File: src/rtl/load_store_unit.sv
// RV32 load/store unit: turns byte/half/word accesses into single-word Data_Memory
// accesses, with read-modify-write for sub-word stores and early error rejection.
module load_store_unit #(
   parameter int DEPTH_WORDS = 1024
) (
   input  logic        clk,
   input  logic        rst,
   input  logic        req_valid,
   output logic        req_ready,
   input  logic        req_we,
   input  logic [2:0]  req_funct3,
   input  logic [31:0] req_addr,
   input  logic [31:0] req_wdata,
   output logic        resp_valid,
   output logic [31:0] resp_rdata,
   output logic        resp_err,
   output logic        mem_we,
   output logic [31:0] mem_a,
   output logic [31:0] mem_wd,
   input  logic [31:0] mem_rd
);

   localparam logic [1:0] IDLE = 2'd0;
   localparam logic [1:0] RD   = 2'd1;
   localparam logic [1:0] WR   = 2'd2;
   localparam logic [1:0] RESP = 2'd3;

   localparam logic [32:0] DEPTH_L = 33'(DEPTH_WORDS);

   logic [1:0]  state;
   logic        we_q, err_q;
   logic [2:0]  funct3_q;
   logic [31:0] addr_q, wdata_q, rdata_q, merge_q;
   logic        accept, req_bad;
   logic [7:0]  lane_b;
   logic [15:0] lane_h;
   logic [31:0] extracted, merged;

   assign accept = req_valid && req_ready;

   always_comb begin
      req_bad = 1'b0;
      case (req_funct3)
         3'b000, 3'b100: req_bad = 1'b0;
         3'b001, 3'b101: req_bad = req_addr[0];
         3'b010:         req_bad = (req_addr[1:0] != 2'b00);
         default:        req_bad = 1'b1;
      endcase
      if (req_we && req_funct3[2])
         req_bad = 1'b1;
      if ({3'b000, req_addr[31:2]} >= DEPTH_L)
         req_bad = 1'b1;
   end

   // Little-endian lane selection from the word currently on mem_rd.
   assign lane_b = mem_rd[{addr_q[1:0], 3'b000} +: 8];
   assign lane_h = mem_rd[{addr_q[1], 4'b0000} +: 16];

   always_comb begin
      extracted = mem_rd;
      case (funct3_q)
         3'b000:  extracted = {{24{lane_b[7]}}, lane_b};
         3'b100:  extracted = {24'h0, lane_b};
         3'b001:  extracted = {{16{lane_h[15]}}, lane_h};
         3'b101:  extracted = {16'h0, lane_h};
         default: extracted = mem_rd;
      endcase
   end

   always_comb begin
      merged = mem_rd;
      if (funct3_q[1:0] == 2'b00)
         merged[{addr_q[1:0], 3'b000} +: 8] = wdata_q[7:0];
      else if (funct3_q[1:0] == 2'b01)
         merged[{addr_q[1], 4'b0000} +: 16] = wdata_q[15:0];
   end

   always_ff @(posedge clk or posedge rst) begin
      if (rst) begin
         state    <= IDLE;
         we_q     <= 1'b0;
         err_q    <= 1'b0;
         funct3_q <= 3'b000;
         addr_q   <= 32'h0;
         wdata_q  <= 32'h0;
         rdata_q  <= 32'h0;
         merge_q  <= 32'h0;
      end else begin
         case (state)
            IDLE: if (accept) begin
               we_q     <= req_we;
               funct3_q <= req_funct3;
               addr_q   <= req_addr;
               wdata_q  <= req_wdata;
               err_q    <= req_bad;
               rdata_q  <= 32'h0;
               if (req_bad)
                  state <= RESP;
               else if (req_we && req_funct3 == 3'b010)
                  state <= WR;
               else
                  state <= RD;
            end
            RD: begin
               if (we_q) begin
                  merge_q <= merged;
                  state   <= WR;
               end else begin
                  rdata_q <= extracted;
                  state   <= RESP;
               end
            end
            WR:      state <= RESP;
            default: state <= IDLE;
         endcase
      end
   end

   // Outputs decode straight from state so an async reset drops them immediately.
   assign req_ready  = (state == IDLE);
   assign mem_we     = (state == WR);
   assign mem_a      = (state == IDLE) ? 32'h0 : {2'b00, addr_q[31:2]};
   assign mem_wd     = (state != WR) ? 32'h0 : (funct3_q == 3'b010) ? wdata_q : merge_q;
   assign resp_valid = (state == RESP);
   assign resp_err   = (state == RESP) && err_q;
   assign resp_rdata = (state == RESP && !we_q && !err_q) ? rdata_q : 32'h0;

endmodule

File: config.mk
export PLATFORM = sky130hd
export DESIGN_NAME = load_store_unit
export DESIGN_NICKNAME = d
export VERILOG_FILES = /design/src/rtl/load_store_unit.sv
export SDC_FILE = /design/constraint.sdc
export NUM_CORES = 1
export LEC_CHECK = 0
export CAP_MARGIN = 30
export CORE_MARGIN = 2
export CORE_UTILIZATION = 38
export DETAILED_ROUTE_END_ITERATION = 10
export PLACE_DENSITY = 0.7
export SYNTH_ARGS = -nofsm -noshare
export SYNTH_HDL_FRONTEND = slang
export SYNTH_SLANG_ARGS = --single-unit
File: constraint.sdc
create_clock -name clk -period 9.7 [get_ports clk]
set_input_delay 0.97 -clock clk [delete_from_list [all_inputs] [get_ports clk]]
set_output_delay 0.97 -clock clk [all_outputs]
set_load 0.005 [all_outputs]
==> qor.txt, run 1 <==
Grt met1 use -> 31.1%
CP Max Fanout -> 32
DRT iter0 DRCs -> 490
Post-DP HPWL -> 16200 microns
ANT cells -> 0
Final net count -> 971
Crit-path cells -> inv_2, nor3_4, buf_4, nand2_1, a21boi_1, clkdlybuf4s50_1
Slew Limit Fails -> 0
Yosys warning count -> 0
Avg Cell Area, Syn -> 10.8 sq um
Clk sinks -> 135
CORE AREA -> 18800 sq um
Hold buffers post-CTS -> 0
Clock latency on the worst-skew pair -> 0.43 ns
Filler cell count -> 1653
Ys flop type -> dfrtp_1
CTS Root Cell -> clkbuf_16
Post-synth EDFFs -> 0
Final setup violation count -> 0
Die area -> 20400 sq um
Router iterations before antenna repair -> 5
Row cnt -> 50
First-pass GRT wire length -> 34300 microns
Gr ovfl total -> 0
Maximum VDD drop -> 0.145 mV
Worst slew pin tran -> 1.01 ns
Leading area contributor after synthesis -> dfrtp_1
Post-Syn Area -> 7310 sq um
Initial antenna violation count -> 0
Starting Density -> 38.9%
H-tree levels -> 4
Placed inst area -> 9500 sq um
Routed Antenna Nets -> 0
Area Overhead vs Synth -> 38.8%
Pwr per Cell Area -> 316 nW/um^2
WHS -> 0.479 ns
Achievable Freq -> 0.266 GHz
Total power -> 0.00321 W
Layout cell share with drive strength beyond 1 -> 14.7%
Unrepaired setup endpoints after global routing -> false
Mapped Cells -> 678
Pre-CTS setup slack -> 6.42 ns
CTS max path bufs -> 2
Chip Width -> 143 microns
Via count -> 6192
Critical Path Sink Type -> primary output
CP required -> 8.73 ns
Tcrit/Tclk final -> 38.8%
Wire per inst -> 20.0 microns
Worst path arrival time -> 2.79 ns
Crit path largest cell delay -> 0.67 ns
Port bufs -> 200
Post-CTS Resized -> 0
Clock skew -> 0.0105 ns
Netlist cell types -> 61
Grt peak-use layer -> met2
Grt met3 use -> 6.27%
Worst hold path class -> register to register
Drt total wl -> 22200 microns
GR Util All Layers -> 22.2%
Met2 Usage GRT -> 33.3%
Post-DR vias/cell -> 5.60
Setup_tns -> 0 ns
WS Path Type -> register to primary output
DRC violations left -> 0
GP Congestion -> 0.897
Largest cells by area after synthesis -> dfrtp_1 (46%), mux2_2 (11%), nand2_1 (4.1%)
Vias in the first global route -> 6042
Most numerous cell in the Yosys netlist -> dfrtp_1
TritonCTS buffer count -> 17
#FFs+latches synth -> 135
Largest net degree at the start of global routing -> 72
Startpoint types -> register
Hold Vio Cnt, Final -> 0
Setup Buffers After CTS -> 0
CTS tree -> yes
Maxcap violations -> 0
Clk pin slew, worst setup/hold paths -> 0.06 ns
Setup ws final -> 5.94 ns
Cell with the largest stage delay on the worst path -> dfrtp_1
Sequential fraction of the synthesis area -> 46.2%
Design area -> 10100 sq um
Pleak -> 4.44 nW
Ys async rst share -> 100%
Top-area cell type share of the netlist area -> 46.2%
Top cells by count, synth -> dfrtp_1 (135), nand2_1 (80), mux2_2 (70), and2_1 (35), nor2b_1 (33)
Slew headroom -> 32.6%
Outcome -> completed
Min Clock Period, post-route -> 3.76 ns
DIE HEIGHT -> 143 microns
Io pins -> 203
## sequential cells by signal, indices dropped and copies added (netlist names)
name	count
wdata_q	32
state	2
addr_q	32
rdata_q	32
err_q	1
funct3_q	3
merge_q	32
we_q	1
## final timing paths
| kind | from | endpoint | slack, ns | cells past startpoint |
|---|---|---|---|---|
| worst max-delay path | funct3_q[1] | mem_wd[8] | 5.94 | 6 |
| worst min register to register | merge_q[24] | merge_q[24] | 0.48 | 1 |
| worst max register to register | addr_q[1] | merge_q[31] | 6.74 | 7 |
| max in group asynchronous | rst | rdata_q[20] | 7.12 | 4 |
| min in group asynchronous | rst | addr_q[2] | 0.85 | 2 |
| worst min-delay path | merge_q[24] | merge_q[24] | 0.48 | 1 |
## cells by family (layout without fill, tap and decap cells)
| group | Yosys count | in the layout | synth area share [%] |
|---|---|---|---|
| simple gates | 195 | 195 | 14.0 |
| mux | 94 | 94 | 14.3 |
| flops | 135 | 135 | 46.2 |
| compound gates | 181 | 181 | 19.8 |
| fa+ha+maj | 9 | 9 | 1.54 |
| buf+inv | 63 | 256 | 4.06 |
| other cells | 1 | 2 | 0.0513 |
## stage by stage
stage | util, % | instances
finish | 54.1 | 1106
global route | 54.1 | 1106
CTS | 54.1 | 1106
detailed placement | 50.6 | 1074
global placement | 50.3 | 1071
floorplan | - | 679
## worst max-delay path: cells and delay by family (launching register included)
kind                   cells  cell delay [ns]
DFF                        1             0.67
AOI/OAI and AO/OA          1             0.16
buffers and inverters      3             1.16
and+or+nand+nor            2             0.37
## power by group
part           leakage (nW)  switching, W  internal [W]
registers              1.67      0.000226      0.000823
logic                  2.46      0.000652      0.000794
clock network         0.311      0.000265      0.000447
total                  4.44       0.00114       0.00206
## layer usage
metal | up-vias | routed length, microns
li1 | 2846 | -
met1 | 3012 | 9780
met2 | 302 | 9890
met3 | 32 | 2130
met4 | 0 | 384
met5 | - | 0
## layout by cell type (no fill, tap or decap), drive strengths merged, types with 19 or more instances in the layout
cell type      Yosys  final
clkdlybuf4s50      0    200
dfrtp            135    135
nand2             81     81
mux2              70     70
and2              43     43
nor2b             33     33
a21boi            32     32
a21o              26     26
a221o             24     24
mux2i             23     23
clkbuf            23     19
## cell type report
type,count,area (sq um),share of cell area [%]
clock inverter,13,193,1.90
multi-input combinational,481,3650,36.0
tap,234,293,2.89
clock buffer,19,453,4.46
timing repair buffer,212,2130,21.0
inverter,12,47.5,0.469
sequential,135,3380,33.3
(Power assumes the default switching activity.)
==> run 2: changes to the inputs <==
- PLACE_DENSITY: 0.7 -> 0.72
- clock period: 9.7 -> 3.3 ns (I/O delays scaled with it)
==> qor.txt, run 2 (synthesis results as in run 1) <==
Outcome -> completed
Router iterations before antenna repair -> 5
Layout cell share with drive strength beyond 1 -> 14.9%
Clock latency on the worst-skew pair -> 0.42 ns
WHS -> 0.476 ns
Setup Buffers After CTS -> 0
CTS max path bufs -> 2
CP required -> 2.97 ns
Min Clock Period, post-route -> 2.96 ns
Chip Width -> 143 microns
First-pass GRT wire length -> 35000 microns
Pleak -> 4.41 nW
Crit-path cells -> inv_2, nor3_4, buf_4, nand2_1, a21boi_1, clkdlybuf4s50_1
Hold Vio Cnt, Final -> 0
Final net count -> 973
Maximum VDD drop -> 0.521 mV
Unrepaired setup endpoints after global routing -> false
Initial antenna violation count -> 0
Delay-heaviest family, CP -> buffers and inverters
Startpoint types -> register
Post-CTS Resized -> 0
Drt total wl -> 22300 microns
Worst hold path class -> primary input to asynchronous set/reset pin
Worst slew pin tran -> 0.971 ns
H-tree levels -> 4
Post-Layout Cell Count -> 1108
Most frequent cells in the layout -> clkdlybuf4s50_1 (200), dfrtp_1 (134), nand2_1 (79), mux2_2 (70), and2_1 (35)
CORE AREA -> 18800 sq um
ANT cells -> 0
Slew Limit Fails -> 0
Wire per inst -> 20.2 microns
Most common cell after layout, fill and taps aside -> clkdlybuf4s50_1
Tcrit/Tclk final -> 89.6%
Vias in the first global route -> 6129
Pwr per Cell Area -> 912 nW/um^2
Via count -> 6236
CP Max Fanout -> 32
Largest net degree at the start of global routing -> 136
Clock skew -> 0.00681 ns
Critical Path Sink Type -> primary output
Dpl cells -> 1076
Achievable Freq -> 0.338 GHz
Final setup violation count -> 0
GP Congestion -> 0.887
Worst path arrival time -> 2.63 ns
CTS tree -> yes
Maxcap violations -> 0
Setup_tns -> 0 ns
Hold buffers post-CTS -> 0
DIE HEIGHT -> 143 microns
Port bufs -> 200
Clk sinks -> 135
Post-DP HPWL -> 16000 microns
Starting Density -> 38.9%
Gr ovfl total -> 0
Crit path largest cell delay -> 0.56 ns
TritonCTS buffer count -> 17
GR Util All Layers -> 22.4%
Die area -> 20400 sq um
DRT iter0 DRCs -> 518
Cell with the largest stage delay on the worst path -> clkdlybuf4s50_1
Row cnt -> 50
Area Overhead vs Synth -> 37.9%
CTS Root Cell -> clkbuf_16
Routed Antenna Nets -> 0
DRC violations left -> 0
Post-DR vias/cell -> 5.63
Clk pin slew, worst setup/hold paths -> 0.06 ns
Total power -> 0.00920 W
Buf+Inv Stages, Crit Path -> 3
Slew headroom -> 34.8%
Io pins -> 203
WS Path Type -> register to primary output
==> run 2: layout make-up <==
cell class                 count  area [sq um]
fill                        1679          8680
multi-input combinational    481          3650
timing repair buffer         214          2120
sequential                   135          3380
tap                          234           293
clock inverter                 9          92.6
inverter                      12          48.8
clock buffer                  23           498
==> run 2: path summary, 6_finish.rpt <==
| check | start | to | slack [ns] | depth (start not counted) |
|---|---|---|---|---|
| max | funct3_q[1] | mem_wd[10] | 0.34 | 6 |
| min | rst | wdata_q[30] | 0.48 | 3 |
| max reg2reg | state[1] | rdata_q[24] | 1.00 | 6 |
| min reg2reg | rdata_q[12] | rdata_q[12] | 0.48 | 1 |
| max in group asynchronous | rst | funct3_q[1] | 2.26 | 3 |
| min in group clk | rdata_q[12] | rdata_q[12] | 0.48 | 1 |
==> run 2: per-stage QoR <==
| stage | instance area (sq um) | worst slack (ns) | util [%] |
|---|---|---|---|
| finish | 10100 | 0.344 | 53.7 |
| global route | 10100 | 0.177 | 53.7 |
| CTS | 10100 | 0.116 | 53.7 |
| detailed placement | 9490 | 0.628 | 50.6 |
| global placement | 9490 | 0.664 | 50.6 |
| floorplan | 7320 | 1.19 | - |
==> run 2: layer usage <==
metal / GRT usage, % / vias to the layer above / routed length [microns]
met2: 34.6 / 289 / 10200
li1: - / 2848 / -
met4: 5.21 / 0 / 221
met1: 30.6 / 3076 / 9540
met3: 7.51 / 23 / 2320
met5: 0 / - / 0
==> run 2: worst reg2reg max path: stages (launching register included) <==
cell and delay, ns:
dfrtp_1 0.42, inv_1 0.11, ha_1 0.29, and2b_1 0.29
nand2_2 0.15, nor4_4 0.75, a221o_1 0.23
==> run 2: report_power, final <==
part,switching [W],total (W),internal (W)
registers,0.000618,0.00304,0.00242
clock network,0.000733,0.00187,0.00114
logic,0.00198,0.00428,0.00230
total,0.00333,0.00920,0.00586
==> run 3: changes to the inputs <==
- CORE_MARGIN: 2 -> not set
==> qor.txt, run 3 (synthesis results as in run 1) <==
Row cnt -> 50
Hold Vio Cnt, Final -> 0
CTS tree -> yes
Filler cell count -> 1682
Crit path depth -> 7
Slew headroom -> 41.6%
Router iterations before antenna repair -> 5
Cell with the largest stage delay on the worst path -> dfrtp_1
CP Max Fanout -> 22
Routed Antenna Nets -> 0
Wire per inst -> 19.5 microns
Worst slew pin tran -> 0.869 ns
Clk pin slew, worst setup/hold paths -> 0.06 ns
TritonCTS buffer count -> 17
Post-DR vias/cell -> 5.58
Most frequent cells in the layout -> clkdlybuf4s50_1 (200), dfrtp_1 (135), nand2_1 (79), mux2_2 (70), and2_1 (35)
Clk sinks -> 135
Grt peak-use layer -> met2
Worst-case reg-to-reg path depth -> 7
Reg2reg setup slack -> 1.03 ns
Final net count -> 980
Critical Path Sink Type -> primary output
Setup Buffers After CTS -> 0
Port bufs -> 200
Clock latency on the worst-skew pair -> 0.43 ns
Chip Width -> 141 microns
CTS Root Cell -> clkbuf_16
Achievable Freq -> 0.331 GHz
DRC violations left -> 0
Initial antenna violation count -> 1
Crit path top cell by count -> buf_4
CORE AREA -> 18800 sq um
GR Util All Layers -> 22.8%
Io pins -> 203
Die area -> 19800 sq um
Met2 Usage GRT -> 35.0%
H-tree levels -> 4
ANT cells -> 0
Worst hold path class -> primary input to asynchronous set/reset pin
Hold buffers post-CTS -> 0
WS Path Type -> register to primary output
Final setup violation count -> 0
Post-DP HPWL -> 15800 microns
Clock skew -> 0.00958 ns
Vias in the first global route -> 6191
Slew Limit Fails -> 0
Maximum VDD drop -> 0.531 mV
Buf+Inv Stages, Crit Path -> 4
First-pass GRT wire length -> 34600 microns
DRT iter0 DRCs -> 394
Tcrit/Tclk final -> 91.4%
Outcome -> completed
Drt total wl -> 21800 microns
Most common cell after layout, fill and taps aside -> clkdlybuf4s50_1
Grt met1 use -> 30.6%
Min Clock Period, post-route -> 3.02 ns
Post-CTS Resized -> 0
Grt met3 use -> 7.27%
Gr ovfl total -> 0
Maxcap violations -> 0
Via count -> 6227
Largest net degree at the start of global routing -> 58
Reg area -> 3380 sq um
Unrepaired setup endpoints after global routing -> false
GP Congestion -> 0.884
Crit-path cells -> inv_2, nor3_4, buf_4, buf_4, nand2_1, a21boi_1, clkdlybuf4s50_1
Layout cell share with drive strength beyond 1 -> 15.6%
Pwr per Cell Area -> 918 nW/um^2
Area Overhead vs Synth -> 39.4%
CP required -> 2.97 ns
Pleak -> 4.47 nW
CTS max path bufs -> 2
Starting Density -> 38.9%
DIE HEIGHT -> 141 microns
Worst path arrival time -> 2.69 ns
Delay-heaviest family, CP -> buffers and inverters
Crit path largest cell delay -> 0.64 ns
Multi-input logic area -> 3650 sq um
Setup_tns -> 0 ns
Startpoint types -> register
Total power -> 0.00936 W
==> run 3: cell types whose count changed in the layout (fill, tap and decap cells not counted), moves of 2 or more <==
cell / change
buf_12: +2
buf_4: +5
bufinv_16: +2
clkbuf_8: -3
clkinv_4: -2
inv_6: +4
==> run 3: metrics by stage <==
stage	worst slack (ns)	instances	util, %	instance area [sq um]	hold WS, ns
6_report	0.283	1115	54.3	10200	0.260
5_1_grt	0.0960	1115	54.3	10200	0.290
4_1_cts	0.0697	1111	54.1	10200	0.256
3_5_place_dp	0.534	1079	50.8	9540	0.465
3_3_place_gp	0.574	1079	50.8	9540	0.461
2_1_floorplan	1.19	679	-	7320	0.441
==> run 3: layout make-up <==
cell class	count	share of cell area, %
Clock buffer	19	4.44
Tap cell	234	2.87
Sequential cell	135	33.2
Clock inverter	13	1.65
Inverter	12	0.479
Multi-Input combinational cell	481	35.8
Timing Repair Buffer	221	21.6
==> run 3: power by group <==
part	internal [W]	total [W]	switching, W
Sequential	0.00242	0.00304	0.000617
Clock	0.00124	0.00199	0.000756
Combinational	0.00235	0.00432	0.00197
Total	0.00601	0.00936	0.00335
==> run 3: path summary, 6_finish.rpt <==
kind	from	end
setup / recovery	funct3_q[1]	mem_wd[12]
hold / removal	rst	addr_q[2]
setup reg to reg	addr_q[0]	merge_q[28]
hold reg to reg	rdata_q[2]	rdata_q[2]
max in group asynchronous	rst	merge_q[16]
min in group clk	rdata_q[2]	rdata_q[2]
==> run 3: per-layer routing <==
layer | share of wire, % | vias to the layer above
met5 | 0.041 | -
met4 | 1.6 | 2
met3 | 10 | 32
met2 | 45 | 310
met1 | 43 | 3021
li1 | - | 2862
